$ cat config.mk
export PLATFORM = sky130hd
export DESIGN_NAME = pool2d_stream
export DESIGN_NICKNAME = d
export VERILOG_FILES = /design/src/rtl/cnn_pkg.sv /design/src/rtl/pool_combine.sv /design/src/rtl/pool2d_stream.sv
export SDC_FILE = /design/constraint.sdc
export NUM_CORES = 1
export LEC_CHECK = 0
export CAP_MARGIN = 25
export CORE_MARGIN = 10
export CORE_UTILIZATION = 35
export CTS_CLUSTER_SIZE = 20
export DETAILED_ROUTE_END_ITERATION = 10
export GPL_TIMING_DRIVEN = 0
export SLEW_MARGIN = 20
export SYNTH_ARGS = -nofsm -noshare
export SYNTH_HDL_FRONTEND = slang
export SYNTH_SLANG_ARGS = --single-unit
$ cat constraint.sdc
create_clock -name clk -period 8.5 [get_ports clk]
set_input_delay 1.275 -clock clk [delete_from_list [all_inputs] [get_ports clk]]
set_output_delay 1.275 -clock clk [all_outputs]
set_load 0.05 [all_outputs]
$ cat src/rtl/cnn_pkg.sv
// Shared constants and helpers for the CNN streaming stages.
//   POOL_MODE_AVG / POOL_MODE_MAX : encodings of the per-frame pooling mode
//   pool_shift(pool)              : right shift that divides a pool*pool window sum
package cnn_pkg;

    localparam logic POOL_MODE_AVG = 1'b0;
    localparam logic POOL_MODE_MAX = 1'b1;

    // log2(pool*pool) for power-of-two window edges.
    function automatic int unsigned pool_shift(input int unsigned pool);
        return 2 * $clog2(pool);
    endfunction

endpackage

$ cat src/rtl/pool_combine.sv
// Combinational pooling operator: folds one pixel into a window accumulator.
//   i_acc    : running accumulator (ACC_W, signed)
//   i_pixel  : incoming pixel (DATA_W, signed, sign-extended internally)
//   i_mode   : POOL_MODE_AVG -> sum, POOL_MODE_MAX -> signed maximum
//   o_result : updated accumulator (ACC_W, signed)
module pool_combine
    import cnn_pkg::*;
#(
    parameter int unsigned ACC_W  = 34,
    parameter int unsigned DATA_W = 32
) (
    input  logic signed [ACC_W-1:0]  i_acc,
    input  logic signed [DATA_W-1:0] i_pixel,
    input  logic                     i_mode,
    output logic signed [ACC_W-1:0]  o_result
);

    logic signed [ACC_W-1:0] w_pix_ext;

    assign w_pix_ext = {{(ACC_W - DATA_W){i_pixel[DATA_W-1]}}, i_pixel};

    always_comb begin
        if (i_mode == POOL_MODE_MAX) begin
            o_result = (i_acc > w_pix_ext) ? i_acc : w_pix_ext;
        end else begin
            o_result = i_acc + w_pix_ext;
        end
    end

endmodule

$ cat src/rtl/pool2d_stream.sv
// Streaming 2-D pooling engine (average or max, stride = window edge).
// Pixels arrive one per cycle in raster order; one pooled pixel leaves per
// POOL x POOL window, also in raster order. Only one accumulator per output
// column is kept, so no line or frame buffer is needed.
//   clk, rst             : clock, asynchronous active-high reset
//   mode                 : 0 = average, 1 = max; latched on the first pixel of a frame
//   clear                : synchronous frame abort (wins over any handshake)
//   in_valid/in_ready    : input pixel handshake, in_data signed DATA_W
//   out_valid/out_ready  : pooled pixel handshake, out_data signed DATA_W
//   frame_done           : one-cycle pulse after the frame's last output is taken
module pool2d_stream
    import cnn_pkg::*;
#(
    parameter int unsigned DATA_W = 32,
    parameter int unsigned FM_W   = 6,
    parameter int unsigned FM_H   = 6,
    parameter int unsigned POOL   = 2
) (
    input  logic                     clk,
    input  logic                     rst,
    input  logic                     mode,
    input  logic                     clear,
    input  logic                     in_valid,
    output logic                     in_ready,
    input  logic signed [DATA_W-1:0] in_data,
    output logic                     out_valid,
    input  logic                     out_ready,
    output logic signed [DATA_W-1:0] out_data,
    output logic                     frame_done
);

    localparam int unsigned ACC_W  = DATA_W + 2 * $clog2(POOL);
    localparam int unsigned NWIN   = FM_W / POOL;
    localparam int unsigned PL     = $clog2(POOL);
    localparam int unsigned CW     = $clog2(FM_W);
    localparam int unsigned RW     = $clog2(FM_H);
    localparam int unsigned WIDX_W = (NWIN > 1) ? $clog2(NWIN) : 1;
    localparam int unsigned SHIFT  = pool_shift(POOL);

    if ((FM_W % POOL) != 0 || (FM_H % POOL) != 0 || !(POOL == 2 || POOL == 4)) begin : g_cfg_error
        $fatal(1, "pool2d_stream: FM_W/FM_H must be multiples of POOL, POOL must be 2 or 4");
    end

    logic [CW-1:0]             r_col;
    logic [RW-1:0]             r_row;
    logic                      r_mode_q;
    logic                      r_out_valid;
    logic signed [DATA_W-1:0]  r_out_data;
    logic                      r_out_last;
    logic                      r_frame_done;
    logic signed [ACC_W-1:0]   r_acc [NWIN];

    logic                      w_accept;
    logic                      w_out_hs;
    logic [WIDX_W-1:0]         w_widx;
    logic                      w_first;
    logic                      w_last;
    logic                      w_col_end;
    logic                      w_row_end;
    logic signed [ACC_W-1:0]   w_pix_ext;
    logic signed [ACC_W-1:0]   w_comb;
    logic signed [DATA_W-1:0]  w_out_next;

    assign in_ready   = !r_out_valid || out_ready;
    assign w_accept   = in_valid && in_ready;
    assign w_out_hs   = r_out_valid && out_ready;

    // POOL is a power of two, so col/POOL and col%POOL are plain bit fields.
    assign w_widx     = WIDX_W'(r_col >> PL);
    assign w_first    = (r_row[PL-1:0] == '0) && (r_col[PL-1:0] == '0);
    assign w_last     = (&r_row[PL-1:0]) && (&r_col[PL-1:0]);
    assign w_col_end  = (r_col == CW'(FM_W - 1));
    assign w_row_end  = (r_row == RW'(FM_H - 1));
    assign w_pix_ext  = {{(ACC_W - DATA_W){in_data[DATA_W-1]}}, in_data};

    pool_combine #(
        .ACC_W  (ACC_W),
        .DATA_W (DATA_W)
    ) u_combine (
        .i_acc    (r_acc[w_widx]),
        .i_pixel  (in_data),
        .i_mode   (r_mode_q),
        .o_result (w_comb)
    );

    // Arithmetic shift floors toward -inf; the quotient always fits DATA_W.
    always_comb begin
        if (r_mode_q == POOL_MODE_MAX) begin
            w_out_next = DATA_W'(w_comb);
        end else begin
            w_out_next = DATA_W'(w_comb >>> SHIFT);
        end
    end

    always_ff @(posedge clk or posedge rst) begin
        if (rst) begin
            r_col        <= '0;
            r_row        <= '0;
            r_mode_q     <= POOL_MODE_AVG;
            r_out_valid  <= 1'b0;
            r_out_data   <= '0;
            r_out_last   <= 1'b0;
            r_frame_done <= 1'b0;
        end else if (clear) begin
            r_col        <= '0;
            r_row        <= '0;
            r_out_valid  <= 1'b0;
            r_out_last   <= 1'b0;
            r_frame_done <= 1'b0;
        end else begin
            r_frame_done <= w_out_hs && r_out_last;
            if (w_out_hs) begin
                r_out_valid <= 1'b0;
            end
            if (w_accept) begin
                if (r_col == '0 && r_row == '0) begin
                    r_mode_q <= mode;
                end
                if (w_col_end) begin
                    r_col <= '0;
                    r_row <= w_row_end ? '0 : r_row + RW'(1);
                end else begin
                    r_col <= r_col + CW'(1);
                end
                // A new result overrides the clear-on-handshake above.
                if (w_last) begin
                    r_out_valid <= 1'b1;
                    r_out_data  <= w_out_next;
                    r_out_last  <= w_col_end && w_row_end;
                end
            end
        end
    end

    // Accumulator contents are don't-care after reset: every window starts with a load.
    always_ff @(posedge clk) begin
        if (w_accept && !clear) begin
            r_acc[w_widx] <= w_first ? w_pix_ext : w_comb;
        end
    end

    assign out_valid  = r_out_valid;
    assign out_data   = r_out_data;
    assign frame_done = r_frame_done;

endmodule

==> impl_metrics.json <==
{
  "outcome": "complete, no violations",
  "ant_nets": 0,
  "crit_path_max_fanout": 10,
  "core_area_sq_um": 27700,
  "yosysUniqueCellTypes": 89,
  "final_area_sq_um": 11700,
  "p_leak_nw": 4.44,
  "hold_viol": 0,
  "timing.final.crit_share_pct": 65.9,
  "max_slew.worst_pin.slew_ns": 1.06,
  "netlist.area_leader.share_pct": 31.2,
  "finalWirelength_um": 36800,
  "clk_pin_slew_ns": 0.06,
  "worstSetupEndpointType": "flop",
  "dr.pass1.iters": 5,
  "synth_area_sq_um": 9820,
  "synth.area.top_cells": "edfxtp_1, dfrtp_1, ha_1, o21ai_0, mux2i_1",
  "ff2ff_setup_slack_ns": 2.90,
  "insertion_delay_ns": 0.44,
  "drv_slew": 0,
  "cts_tree": "yes",
  "num_rows": 61,
  "relSlewSlack_pct": 29.5,
  "required_ns": 8.67,
  "synth_common_cells": "edfxtp_1, nand2_1, nor2_1",
  "grt_pass1_vias": 8524,
  "post_dp_cell_area_sq_um": 11200,
  "crit_type": "reg2reg",
  "drive_gt1_share_pct": 10.9,
  "cts-buffers-inserted": 17,
  "fmax_mhz": 179,
  "critPathLaunchType": "flop",
  "postCtsSetupBuffers": 0,
  "synth_most_common_cell": "edfxtp_1",
  "drt_iter0_markers": 1044,
  "clock-root-buffer": "clkbuf_16",
  "yosys.area.top_type": "edfxtp_1",
  "cellPowerDensity_nw_per_um2": 196,
  "grt_usage_pct": 20.5,
  "ys_warn_count": 0,
  "wl_per_cell_um": 24.5,
  "ios": 73,
  "synth-main-ff-cell": "edfxtp_1",
  "ys_ff_latch": 144,
  "clockBufferDepth": 2,
  "die-area_sq_um": 35100,
  "vias": 8700,
  "antenna_found_initial": 0,
  "syn_to_final_growth_pct": 19.2,
  "drt-vias-per-instance": 5.78,
  "arrival_ns": 5.77,
  "die_y_um": 187,
  "start_util_pct": 35.4,
  "drc": 0,
  "place.gp.congestion": 0.930,
  "maxCapViolCount": 0,
  "hpwl_um": 27600,
  "synth_edf_count": 102,
  "hp-class": "reg2reg",
  "gr-total-overflow": 0,
  "synthArstFlopShare_pct": 29.2,
  "io_buffers": 72,
  "ys_seq_area_share_pct": 41.9,
  "synth_cells": 1002,
  "vdd_drop_max_mv": 0.123,
  "synth_nets": 1118,
  "setup_viol": 0,
  "cts_resized": 0,
  "nets": 1229,
  "diodes": 0,
  "htree_levels": 4,
  "syn_avg_cell_area_sq_um": 9.80,
  "clock_skew_ns": 0.0123,
  "clock_sinks": 144,
  "grt_max_degree": 23,
  "die_x_um": 187,
  "fin_crit_ns": 5.60,
  "postCtsHoldBufs": 0,
  "hold_ws_ns": 0.482,
  "nFillCells": 2693,
  "grt_first_pass_wirelength_um": 54700,
  "rsz0062_at_grt": "no"
}
## placed cells by master (no fill, tap or decap), drive strengths merged, types with 30 or more instances in the layout
cell           netlist  routed
edfxtp             102     102
clkbuf              35      57
buf                 22      42
o21ai               80      80
dfrtp               42      42
nor3                30      30
mux2i               37      37
inv                 61      65
nor2                83      83
a21oi               69      69
ha                  77      77
nand2               90      90
clkdlybuf4s50        0      72
## power by group
| group | switching [mW] | internal (mW) |
|---|---|---|
| Combinational | 0.534 | 0.256 |
| Clock | 0.313 | 0.387 |
| Sequential | 0.00890 | 0.795 |
## path summary, 6_finish.rpt
check / start / endpoint / cells after the start
worst max-delay path: r_col[2] / r_acc[0][32] / 12
worst min-delay path: out_data[18] / out_data[18] / 2
worst max register to register: r_col[2] / r_acc[0][32] / 12
worst min register to register: out_data[18] / out_data[18] / 2
max in group asynchronous: rst / out_data[21] / 3
min in group asynchronous: rst / frame_done / 2
## layer usage
layer	up-vias	routed length, um	global-route usage [%]
met3	80	3430	5.22
met5	-	0	0
li1	3948	-	-
met1	4222	15700	26.9
met2	450	16400	31.8
met4	0	1290	7.54
## through the flow
stage | instances | setup WS, ns | TNS (ns) | util [%] | power [mW]
6_report | 1504 | 2.90 | 0 | 42.2 | 2.29
5_1_grt | 1504 | 2.64 | 0 | 42.2 | 2.37
4_1_cts | 1503 | 2.91 | 0 | 42.2 | 2.27
3_5_place_dp | 1471 | 2.93 | 0 | 40.3 | 1.58
3_3_place_gp | 1452 | -1.02 | -54.43 | 39.7 | 1.58
2_1_floorplan | 1002 | 2.40 | 0 | - | 1.32
## sequential cells by signal (all words and copies together), names as in the netlist
name / count
frame_done: 1
out_data: 32
r_col: 3
r_acc: 102
r_out_last: 1
r_row: 3
r_mode_q: 1
out_valid: 1
## worst max-delay path: stages, from the launching register on
cell and delay, ns:
dfrtp_1 0.33, clkbuf_1 0.51, clkbuf_1 0.71, o21ai_0 0.49
fa_1 0.55, nor2b_1 0.16, o31ai_1 0.47, o21ai_1 0.24
o21ai_2 0.44, o21ai_0 0.27, a211oi_1 0.63, xor2_1 0.14
a221o_1 0.38
## kinds of logic (layout without fill, tap and decap cells)
logic type	count (synthesis)	in the layout	share of synthesized area (%)
multiplexers	43	43	4.50
XOR/XNOR	23	23	2.05
adder cells (fa/ha/maj)	78	78	10.0
AO/OA/AOI/OAI	308	308	22.1
AND/OR/NAND/NOR	288	288	14.2
flip-flops	144	144	41.9
buffers and inverters	118	242	5.26
## final cells by class
type / count / area [sq um] / share of cell area, %
multi-input cells: 740 / 5200 / 44.5
flip-flops and latches: 144 / 4110 / 35.2
repair buffers: 92 / 865 / 7.39
well taps: 378 / 473 / 4.04
clock buffers: 22 / 464 / 3.97
plain buffers: 57 / 288 / 2.46
inverters: 61 / 229 / 1.96
clock inverters: 10 / 62.6 / 0.535
Note: power is estimated with default switching activity, not from simulation.
